===== config.mk =====
export PLATFORM = sky130hd
export DESIGN_NAME = div_unit
export DESIGN_NICKNAME = d
export VERILOG_FILES = /design/src/rtl/div_unit.sv
export SDC_FILE = /design/constraint.sdc
export NUM_CORES = 1
export LEC_CHECK = 0
export ABC_AREA = 1
export BUFFER_PORTS_ARGS = -buffer_cell sky130_fd_sc_hd__buf_2
export CORE_UTILIZATION = 55
export DETAILED_ROUTE_END_ITERATION = 10
export PLACE_DENSITY_LB_ADDON = 0.12
export SETUP_SLACK_MARGIN = 0.2
export SYNTH_ARGS = -nofsm -noshare
export SYNTH_HDL_FRONTEND = slang
export SYNTH_SLANG_ARGS = --single-unit

===== constraint.sdc =====
create_clock -name clk -period 11.1 [get_ports clk]
set_input_delay 1.11 -clock clk [delete_from_list [all_inputs] [get_ports clk]]
set_output_delay 1.11 -clock clk [all_outputs]
set_load 0.02 [all_outputs]

===== src/rtl/div_unit.sv =====
// Multi-cycle radix-2 restoring divider for DIV/DIVU: result_o = {remainder, quotient}.
// Optional macro DIV_ZERO_FLAG_EN adds a registered div_zero_o flag for divide-by-zero results.
module div_unit (
   input  logic        clk,
   input  logic        rst,
   input  logic        signed_div_i,
   input  logic [31:0] opdata1_i,
   input  logic [31:0] opdata2_i,
   input  logic        start_i,
   input  logic        annul_i,
   output logic [63:0] result_o,
   output logic        ready_o
`ifdef DIV_ZERO_FLAG_EN
   ,
   output logic        div_zero_o
`endif
);

   localparam logic [1:0] S_FREE   = 2'b00;
   localparam logic [1:0] S_BYZERO = 2'b01;
   localparam logic [1:0] S_ON     = 2'b10;
   localparam logic [1:0] S_END    = 2'b11;

   function automatic logic [31:0] neg32(input logic [31:0] v);
      return (~v) + 32'd1;
   endfunction

   logic [1:0]  r_state;
   logic [5:0]  r_cnt;
   logic [64:0] r_work;
   logic [31:0] r_divisor;
   logic        r_neg_q;
   logic        r_neg_r;

   logic [31:0] w_mag1;
   logic [31:0] w_mag2;
   logic [32:0] w_trial;
   logic [31:0] w_quot;
   logic [31:0] w_rem;

   // Operand magnitudes, trial subtraction and sign-corrected final result.
   always_comb begin
      w_mag1  = opdata1_i;
      w_mag2  = opdata2_i;
      if (signed_div_i && opdata1_i[31]) begin
         w_mag1 = neg32(opdata1_i);
      end else begin
         w_mag1 = opdata1_i;
      end
      if (signed_div_i && opdata2_i[31]) begin
         w_mag2 = neg32(opdata2_i);
      end else begin
         w_mag2 = opdata2_i;
      end
      w_trial = r_work[64:32] - {1'b0, r_divisor};
      if (r_neg_q) begin
         w_quot = neg32(r_work[31:0]);
      end else begin
         w_quot = r_work[31:0];
      end
      if (r_neg_r) begin
         w_rem = neg32(r_work[64:33]);
      end else begin
         w_rem = r_work[64:33];
      end
   end

   // Control FSM, iteration datapath and registered outputs.
   always_ff @(posedge clk or posedge rst) begin
      if (rst) begin
         r_state   <= S_FREE;
         r_cnt     <= 6'd0;
         r_work    <= 65'd0;
         r_divisor <= 32'd0;
         r_neg_q   <= 1'b0;
         r_neg_r   <= 1'b0;
         result_o  <= 64'd0;
         ready_o   <= 1'b0;
`ifdef DIV_ZERO_FLAG_EN
         div_zero_o <= 1'b0;
`endif
      end else begin
         case (r_state)
            S_FREE: begin
               result_o <= 64'd0;
               ready_o  <= 1'b0;
               if (start_i && !annul_i) begin
                  if (opdata2_i == 32'd0) begin
                     r_state <= S_BYZERO;
                  end else begin
                     r_state   <= S_ON;
                     r_divisor <= w_mag2;
                     r_work    <= {32'd0, w_mag1, 1'b0};
                     r_cnt     <= 6'd0;
                     r_neg_q   <= signed_div_i & (opdata1_i[31] ^ opdata2_i[31]);
                     r_neg_r   <= signed_div_i & opdata1_i[31];
                  end
               end else begin
                  r_state <= S_FREE;
               end
            end
            S_BYZERO: begin
               if (annul_i) begin
                  r_state <= S_FREE;
               end else begin
                  r_state  <= S_END;
                  result_o <= 64'd0;
                  ready_o  <= 1'b1;
`ifdef DIV_ZERO_FLAG_EN
                  div_zero_o <= 1'b1;
`endif
               end
            end
            S_ON: begin
               if (annul_i || !start_i) begin
                  r_state  <= S_FREE;
                  result_o <= 64'd0;
                  ready_o  <= 1'b0;
               end else if (r_cnt != 6'd32) begin
                  // The concatenation already shifts left by one: partial remainder moves up, quotient bit enters at [0].
                  if (w_trial[32]) begin
                     r_work <= {r_work[63:0], 1'b0};
                  end else begin
                     r_work <= {w_trial[31:0], r_work[31:0], 1'b1};
                  end
                  r_cnt <= r_cnt + 6'd1;
               end else begin
                  r_state  <= S_END;
                  result_o <= {w_rem, w_quot};
                  ready_o  <= 1'b1;
`ifdef DIV_ZERO_FLAG_EN
                  div_zero_o <= 1'b0;
`endif
               end
            end
            S_END: begin
               if (!start_i || annul_i) begin
                  r_state  <= S_FREE;
                  result_o <= 64'd0;
                  ready_o  <= 1'b0;
`ifdef DIV_ZERO_FLAG_EN
                  div_zero_o <= 1'b0;
`endif
               end else begin
                  r_state <= S_END;
               end
            end
            default: begin
               r_state  <= S_FREE;
               result_o <= 64'd0;
               ready_o  <= 1'b0;
`ifdef DIV_ZERO_FLAG_EN
               div_zero_o <= 1'b0;
`endif
            end
         endcase
      end
   end

endmodule

Yosys cells after proc, flatten, opt, wreduce, memory -nomap -nowiden:

Cells that the tools add are included.

* bits in registers: 172
* bits of input ports: 69
* output and inout bits: 65
* word-level logic and storage cells: 77

* add/sub/neg operators: 6
* equality and inequality tests: 11
* multiplexer cells: 32
* bitwise operators: 8
* reductions and logical operators: 12

Operator list (number)
* $mux 65: 5
* $mux 64: 4
* $pmux 64 s4: 1
* $pmux 65 s2: 1
* $add 32x1->32 const B: 4
* $mux 32: 4
* $not 32->32: 4
* $sub 33x32->33: 1
* $logic_not 32->1: 1
* $mux 6: 4
* $mux 2: 6
* $ne 2x2->1 const B: 6
* $pmux 6 s2: 1
* $pmux 2 s4: 1
* $add 6x1->6 const B: 1
* $ne 6x6->1 const B: 1
* $reduce_and 3->1: 2
* $reduce_and 5->1: 1
* $eq 2x2->1 const B: 2
* $mux 1: 4
* $pmux 1 s4: 1
* $logic_and 1x1->1: 3
* $ne 3x3->1 const B: 1
* $and 1x1->1: 2
* 7 further kinds: 8

Logic depth before layout (Yosys ltp):

Gate-level depths: netlist (run 1).

* depth after elaboration: 6
* mapped depth: 18
* depth with buffers taken out: 17

Worst setup path before layout (run 1):

Ideal clock, no wire load.

* path kind: input port to flip-flop
* start point: input opdata2_i[1]
* end point: register r_divisor[28]
* library setup time: 131 ps
* data arrival time: 2403 ps
* data required time: 10969 ps
* slack: 8567 ps
* stages on the path: 11
* path buffers: 0
* path through: inv_1 -> ha_1 -> inv_1 -> nor3_1 -> nand3_1 -> nor2_2 -> nand4_1 -> nand2_1 -> nand3_1 -> nand3_1 -> o21ai_0

* word-level cells in the longest chain between the ends: 3
* elaborated cells on any way between the ends: 6
* those cells by class: add/sub: 1; mux: 1; bitwise: 2; reduce/logical: 2

RTL lines
* start, declared: RTL line 8 `input logic [31:0] opdata2_i,`
* $not 32->32 or $logic_not 32->1 (tied branches): RTL line 25, 88
* $add 32x1->32 or $not 1->1 (tied branches)
* $mux 32 or $reduce_and 3->1 (tied branches)
* end signal, assigned: RTL line 92 `r_divisor <= w_mag2;`
* end, declared: RTL line 31 `logic [31:0] r_divisor;`

Parallel ways exist; a longest one is shown, timed or not.
A chain may end at the register's enable or synchronous reset.

Final worst setup path (run 1):

* start point: register r_state[0]
* end point: register result_o[18]

* word-level cells in the longest chain between the ends: 3
* elaborated cells on any way between the ends: 9
* those cells by class: eq/ne: 6; mux: 1; reduce/logical: 2

RTL lines
* start, declared: RTL line 28 `logic [1:0] r_state;`
* start signal, assigned: RTL line 71 `r_state <= S_FREE;`
* start signal, assigned: RTL line 89 `r_state <= S_BYZERO;`
* start signal, assigned: RTL line 91 `r_state <= S_ON;`
* $eq 2x2->1 or $eq 2x1->1 (tied branches): RTL line 83 `case (r_state)`
* $ne 3x3->1 (no source line) or $ne 2x2->1 (tied branches)
* $reduce_and 3->1 (no source line)
* end signal, assigned: RTL line 129 `result_o <= {w_rem, w_quot};`
* end, declared: RTL line 11 `output logic [63:0] result_o,`

Parallel ways exist; a longest one is shown, timed or not.

==> results of run 1 <==
## placed cells by master, fill, tap and decap left out, types with 3 or more instances in the layout
cell type and count:
sky130_fd_sc_hd__o21ai_0 114, sky130_fd_sc_hd__clkinv_8 7, sky130_fd_sc_hd__nand4_1 28, sky130_fd_sc_hd__ha_1 42, sky130_fd_sc_hd__a21oi_1 57, sky130_fd_sc_hd__nand2_4 5
sky130_fd_sc_hd__nand2_1 731, sky130_fd_sc_hd__nand3_1 201, sky130_fd_sc_hd__nand3_2 15, sky130_fd_sc_hd__dfrtp_1 172, sky130_fd_sc_hd__inv_12 3, sky130_fd_sc_hd__o31ai_1 9
sky130_fd_sc_hd__o22ai_1 4, sky130_fd_sc_hd__o211ai_1 13, sky130_fd_sc_hd__inv_2 15, sky130_fd_sc_hd__nor3_2 3, sky130_fd_sc_hd__nor2_2 5, sky130_fd_sc_hd__clkbuf_16 17
sky130_fd_sc_hd__buf_4 7, sky130_fd_sc_hd__buf_2 133, sky130_fd_sc_hd__inv_1 298, sky130_fd_sc_hd__or2_2 4, sky130_fd_sc_hd__xnor2_1 17, sky130_fd_sc_hd__xor2_1 48
sky130_fd_sc_hd__o21ai_1 36, sky130_fd_sc_hd__nor2_1 163, sky130_fd_sc_hd__nand2_2 27, sky130_fd_sc_hd__inv_6 3, sky130_fd_sc_hd__nand3b_1 6, sky130_fd_sc_hd__and2_1 3
sky130_fd_sc_hd__o21bai_1 5, sky130_fd_sc_hd__nor3_1 32, sky130_fd_sc_hd__a22oi_1 3
## state kept, by name, indices dropped and copies added, names as in the netlist
signal	cells
r_state	2
r_neg_r	1
r_neg_q	1
ready_o	1
r_work	65
r_divisor	32
r_cnt	6
result_o	64
## final cells by class
class | instances | area, um2 | share of cell area (%)
multi-input cells | 1589 | 7810 | 51.8
flip-flops and latches | 172 | 4300 | 28.6
inverters | 316 | 1190 | 7.91
repair buffers | 140 | 718 | 4.77
clock buffers | 17 | 425 | 2.82
well taps | 324 | 405 | 2.69
clock inverters | 15 | 209 | 1.39
## worst register-to-register path, cell delays in order (launching register included)
cell,delay (ps)
sky130_fd_sc_hd__dfrtp_1,380
sky130_fd_sc_hd__inv_1,90
sky130_fd_sc_hd__ha_1,200
sky130_fd_sc_hd__buf_4,250
sky130_fd_sc_hd__inv_1,870
sky130_fd_sc_hd__or2_4,310
sky130_fd_sc_hd__nand2_2,50
sky130_fd_sc_hd__buf_4,320
sky130_fd_sc_hd__inv_2,130
sky130_fd_sc_hd__nand3_2,290
sky130_fd_sc_hd__inv_2,770
sky130_fd_sc_hd__nand2_1,100
sky130_fd_sc_hd__o21ai_0,210
## cell families (layout without fill, tap and decap cells)
family | Yosys count | in the layout | share of synthesized area, %
buffers and inverters | 380 | 488 | 11.3
adders and majority gates | 43 | 43 | 3.99
xor gates and xnor gates | 65 | 65 | 4.17
AOI/OAI and AO/OA | 250 | 250 | 10.1
DFF | 172 | 172 | 31.5
and+or+nand+nor | 1231 | 1231 | 38.9
## through the flow
step	hold slack (ps)	util (%)	instance area, um2	total power (uW)	cells
6_report	480	61.9	15100	2250	2573
5_1_grt	505	61.9	15100	2390	2573
4_1_cts	479	61.9	15100	2240	2573
3_5_place_dp	460	59.3	14400	1610	2541
3_3_place_gp	459	59.3	14400	1610	2541
2_1_floorplan	449	-	13700	1380	2141
## per-layer routing
metal | track usage, % | part of all wire (%)
met5 | 0 | 0
met3 | 5.58 | 7.7
met1 | 50.5 | 49
met2 | 47.8 | 42
met4 | 7.39 | 1.5
## synth_stat cells, types with 3 or more instances
cell and instances:
sky130_fd_sc_hd__o31ai_1 9, sky130_fd_sc_hd__inv_2 15, sky130_fd_sc_hd__nand3_1 201, sky130_fd_sc_hd__dfrtp_1 172, sky130_fd_sc_hd__nor3_2 3, sky130_fd_sc_hd__nor3_1 32, sky130_fd_sc_hd__nor2_1 163, sky130_fd_sc_hd__nand3b_1 6
sky130_fd_sc_hd__nand2_1 731, sky130_fd_sc_hd__inv_1 299, sky130_fd_sc_hd__buf_2 22, sky130_fd_sc_hd__buf_4 7, sky130_fd_sc_hd__nand4_1 28, sky130_fd_sc_hd__a21oi_1 57, sky130_fd_sc_hd__ha_1 42, sky130_fd_sc_hd__xnor2_1 17
sky130_fd_sc_hd__o22ai_1 4, sky130_fd_sc_hd__buf_1 5, sky130_fd_sc_hd__o21ai_0 114, sky130_fd_sc_hd__xor2_1 48, sky130_fd_sc_hd__a22oi_1 3, sky130_fd_sc_hd__o21ai_1 36, sky130_fd_sc_hd__and2_1 3, sky130_fd_sc_hd__o21bai_1 5
sky130_fd_sc_hd__nand2_2 27, sky130_fd_sc_hd__o211ai_1 13, sky130_fd_sc_hd__nand3_2 15, sky130_fd_sc_hd__nor2_2 5, sky130_fd_sc_hd__clkbuf_1 23, sky130_fd_sc_hd__buf_6 5, sky130_fd_sc_hd__nand2_4 5, sky130_fd_sc_hd__or2_2 4
## power breakdown
group          total, uW  internal [uW]  leakage (uW)  switching (uW)
Clock                621            312      0.000303             309
Combinational        798            234       0.00573             564
Sequential           832            725       0.00229             107
Total               2250           1270       0.00833             980
## worst paths after layout
| kind | slack [ps] | from | endpoint | depth (start not counted) |
|---|---|---|---|---|
| hold reg to reg | 480 | result_o[54] | result_o[54] | 2 |
| max in group asynchronous | 9200 | rst | result_o[52] | 3 |
| hold / removal | 480 | result_o[54] | result_o[54] | 2 |
| setup reg to reg | 7050 | r_state[0] | result_o[18] | 12 |
| min in group asynchronous | 680 | rst | result_o[24] | 2 |
| setup / recovery | 7050 | r_state[0] | result_o[18] | 12 |
==> results.json, run 1 <==
{
  "status": "finished clean",
  "critical_setup_path_class": "reg -> reg",
  "worst_slew_pin_slew_ps": 1160,
  "final_period_minus_worst_setup_slack_ps": 4050,
  "slew_viols_final": 0,
  "postCtsSetupRepairBufs": 0,
  "num_rows": 57,
  "io_pins": 134,
  "finalClockSkew_ps": 15.0,
  "cts.path.max_buffers": 2,
  "postSynth.topFlopCell": "sky130_fd_sc_hd__dfrtp_1",
  "drt-vias-per-instance": 5.37,
  "overall_routing_resource_usage_pct": 32.8,
  "initial_core_util_pct": 56.2,
  "gp_routability_congestion": 0.947,
  "worst_stage_delay_on_the_critical_path_ps": 870,
  "die_area_um2": 25500,
  "dpl_worst_slack_ps": 7100,
  "setup_total_negative_slack_ps": 0,
  "initial_detailed_routing_violation_count": 1141,
  "tritoncts.num_buffers": 17,
  "drv_cap": 0,
  "grt_first_pass_wirelength_mm": 66.0,
  "cp_data_required_time_ps": 11440,
  "cp.arrival_ps": 4390,
  "grt-ovfl-total": 0,
  "cts-hold-fix-buffers": 0,
  "part_of_the_yosys_area_used_for_sequential_elements_pct": 31.5,
  "postRouteAntennaNets": 0,
  "ratio_of_total_power_to_cell_area_nw_per_um2": 149,
  "synth_async_sr_flop_share_pct": 100,
  "diodes": 0,
  "netlist_area_pre_place_um2": 13700,
  "path_buf_inv": 6,
  "clkLatencyLatePin_ps": 430,
  "drc_errors": 0,
  "grt_max_degree": 68,
  "mean_instance_size_in_the_synthesized_netlist_um2": 6.38,
  "final.period_utilization_pct": 36.5,
  "startpoint_type": "flip-flop",
  "synth_edf_count": 0,
  "tritoncts_clock_tree": "yes",
  "end_kind": "flip-flop",
  "post_cts_resized": 0,
  "buffer_ports.inserted": 133,
  "rsz0062_at_grt": "false",
  "holdCritPathClass": "reg -> reg",
  "final_critical_path_setup_slack_ps": 7050,
  "final_net_count": 2348,
  "dr_wl_cell_um": 16.0,
  "layout.filler_cells": 2419,
  "critical_path.top_delay_family": "buffers and inverters",
  "netlist.top_cell.by_area": "sky130_fd_sc_hd__dfrtp_1",
  "synth_cell_type_count": 48,
  "cell_with_the_largest_stage_delay_on_the_worst_path": "sky130_fd_sc_hd__inv_1",
  "core_region_area_um2": 24300,
  "routed_wl_mm": 41.1,
  "detailedRoute.firstPassIterationCount": 5,
  "synthesis.yosys.warnings": 0,
  "die_width_um": 160,
  "vdd.ir_drop.worst_uv": 101,
  "die-height_um": 160,
  "clock_tree.htree_level_count": 4,
  "post-dp-hpwl_mm": 32.0,
  "cp_cell_sequence": "inv_1 > ha_1 > buf_4 > inv_1 > or2_4 > nand2_2 > buf_4 > inv_2 > nand3_2 > inv_2 > nand2_1 > o21ai_0",
  "critical_path_peak_fanout": 67,
  "clock_root_buffer": "sky130_fd_sc_hd__clkbuf_16",
  "rel_slew_slack_pct": 22.7,
  "initial_antenna_violation_count": 0,
  "synth_fp_nets": 2253,
  "report.final.setup_viol": 0,
  "clock-sinks": 172,
  "timing.fmax_mhz": 247,
  "synthTopCellsByArea": "sky130_fd_sc_hd__dfrtp_1, sky130_fd_sc_hd__nand2_1, sky130_fd_sc_hd__inv_1, sky130_fd_sc_hd__nand3_1, sky130_fd_sc_hd__nor2_1",
  "post_synthesis_instance_total": 2141,
  "synth_top_area_share_pct": 31.5,
  "synth_seq_cells": 172,
  "area_growth_pct": 10.2,
  "clkSlewWorstSetupHoldPaths_ps": 80,
  "total_leakage_power_uw": 0.00833,
  "num_vias": 13800,
  "timing.final.hold_violations": 0,
  "layout-drive-gt1-share_pct": 11.4,
  "vias_in_the_first_global_route": 12400
}
No activity file was read; power rests on OpenSTA's default activity.
==> run 2, diff against run 1 <==
==> constraint.sdc (replaced) <==
create_clock -name clk -period 3.27 [get_ports clk]
set_input_delay 0.327 -clock clk [delete_from_list [all_inputs] [get_ports clk]]
set_output_delay 0.327 -clock clk [all_outputs]
set_load 0.02 [all_outputs]
==> run 2 against run 1 <==
Against the previous run: sequential share of layout area is 0.092 points lower; final cell count is 0.31% higher; fmax is 46% higher; flip-flop and latch count stayed put; clock power grew to 3.4 times the previous value; via count is 1.4% higher; die area stayed put; hold slack worse by 440 ps; critical endpoint is now r_work[22]; largest power group unchanged.
==> results.json, run 2 (synthesis results as in run 1) <==
{
  "cell_with_the_largest_stage_delay_on_the_worst_path": "sky130_fd_sc_hd__inv_2",
  "initial_detailed_routing_violation_count": 1312,
  "grt_first_pass_wirelength_mm": 67.3,
  "holdCritPathClass": "in -> async",
  "power.clock.fraction_pct": 27.8,
  "overall_routing_resource_usage_pct": 33.4,
  "core_region_area_um2": 24300,
  "drc_errors": 0,
  "num_vias": 14000,
  "area_growth_pct": 10.6,
  "holdWs_ps": 38.4,
  "end_kind": "flip-flop",
  "path_buf_inv": 4,
  "layout-drive-gt1-share_pct": 11.7,
  "final_net_count": 2356,
  "cp_data_required_time_ps": 3650,
  "dr_wl_cell_um": 16.2,
  "postRouteAntennaNets": 0,
  "total_leakage_power_uw": 0.00836,
  "power.combinational.fraction_pct": 36.0,
  "total_power_uw": 7640,
  "gp_routability_congestion": 0.936,
  "layout_commonest_cell": "sky130_fd_sc_hd__nand2_1",
  "rsz0062_at_grt": "false",
  "status": "finished clean",
  "postCtsSetupRepairBufs": 0,
  "post_cts_resized": 0,
  "clock_tree.htree_level_count": 4,
  "critical_path_peak_fanout": 43,
  "die-height_um": 160,
  "detailedRoute.firstPassIterationCount": 5,
  "timing.final.hold_violations": 0,
  "routed_wl_mm": 41.9,
  "drv_cap": 0,
  "final.period_utilization_pct": 84.6,
  "setup_total_negative_slack_ps": 0,
  "critical_setup_path_class": "reg -> reg",
  "io_pins": 134,
  "post-dp-hpwl_mm": 32.5,
  "cp_cell_sequence": "inv_1 > ha_1 > inv_1 > buf_4 > nand2_1 > nand4_2 > inv_2 > o211ai_1 > nand2_1",
  "initial_core_util_pct": 56.2,
  "worst_slew_pin_slew_ps": 1220,
  "vias_in_the_first_global_route": 12800,
  "vdd.ir_drop.worst_uv": 352,
  "netSwitchingFraction_pct": 42.0,
  "startpoint_type": "flip-flop",
  "grt_max_degree": 67,
  "diodes": 0,
  "rel_slew_slack_pct": 18.7,
  "final_cell_mix": "sky130_fd_sc_hd__nand2_1, sky130_fd_sc_hd__inv_1, sky130_fd_sc_hd__nand3_1",
  "proportion_of_power_drawn_by_flip_flops_and_latches_pct": 36.2,
  "ratio_of_total_power_to_cell_area_nw_per_um2": 506,
  "worst_stage_delay_on_the_critical_path_ps": 640,
  "tritoncts_clock_tree": "yes",
  "total_net_switching_power_uw": 3210,
  "largest_register_ff_count": 65,
  "cp.arrival_ps": 3150,
  "finalClockSkew_ps": 27.7,
  "grt-ovfl-total": 0,
  "internal_power_uw": 4430,
  "final_core_util_pct": 62.1,
  "cts-hold-fix-buffers": 0,
  "biggestRegsByFlops": "r_work (65), result_o (64), r_divisor (32)",
  "report.final.setup_viol": 0,
  "die_width_um": 160,
  "slew_viols_final": 0,
  "tritoncts.num_buffers": 17,
  "buffer_ports.inserted": 133,
  "clock_root_buffer": "sky130_fd_sc_hd__clkbuf_16",
  "cts.path.max_buffers": 2,
  "final_period_minus_worst_setup_slack_ps": 2770,
  "timing.fmax_mhz": 361,
  "clkSlewWorstSetupHoldPaths_ps": 80,
  "critical_path.top_delay_family": "buffers and inverters",
  "die_area_um2": 25500,
  "registers.top_by_ff_count": "r_work",
  "initial_antenna_violation_count": 0,
  "clock-sinks": 172,
  "num_rows": 57,
  "drt-vias-per-instance": 5.43,
  "clkLatencyLatePin_ps": 450
}
[run 2: path summary, 6_finish.rpt]
path                                     from             to  slack [ps]  cells after the start
min in group clk                opdata2_i[17]  r_divisor[17]         200                      3
worst max-delay path               r_state[0]     r_work[22]         500                      9
worst min register to register   result_o[19]   result_o[19]         480                      2
max in group asynchronous                 rst  r_divisor[11]        2420                      3
worst max register to register     r_state[0]     r_work[22]         500                      9
worst min-delay path                      rst   result_o[24]          40                      2
[run 2: power by group through the flow]
stage	registers [uW]	logic, uW	clock network, uW
after floorplan	2740	1930	0
after global placement	2780	2660	0
after detailed placement	2800	2690	0
after CTS	2760	2710	2140
after global routing	2820	3080	2220
final	2770	2750	2130
[run 2: metal layers]
layer	track usage, %	share of wire [%]	routed length (um)
met5	0	0	0
met4	7.39	1.3	546
met3	4.78	7.2	3020
met2	50.1	43	18100
met1	50.6	48	20200
[run 2: cell type report]
cell class | count | area, um2
clock buffers | 18 | 429
clock inverters | 14 | 170
fillers | 2410 | 9210
inverters | 316 | 1190
multi-input cells | 1589 | 7810
flip-flops and latches | 172 | 4300
well taps | 324 | 405
repair buffers | 148 | 803
[run 2: stage by stage]
| stage | instances | setup slack (ps) | area, um2 |
|---|---|---|---|
| after floorplan | 2141 | 746 | 13700 |
| after global placement | 2549 | 635 | 14500 |
| after global routing | 2581 | 265 | 15100 |
| after CTS | 2581 | 514 | 15100 |
| final | 2581 | 502 | 15100 |
| after detailed placement | 2549 | 529 | 14500 |
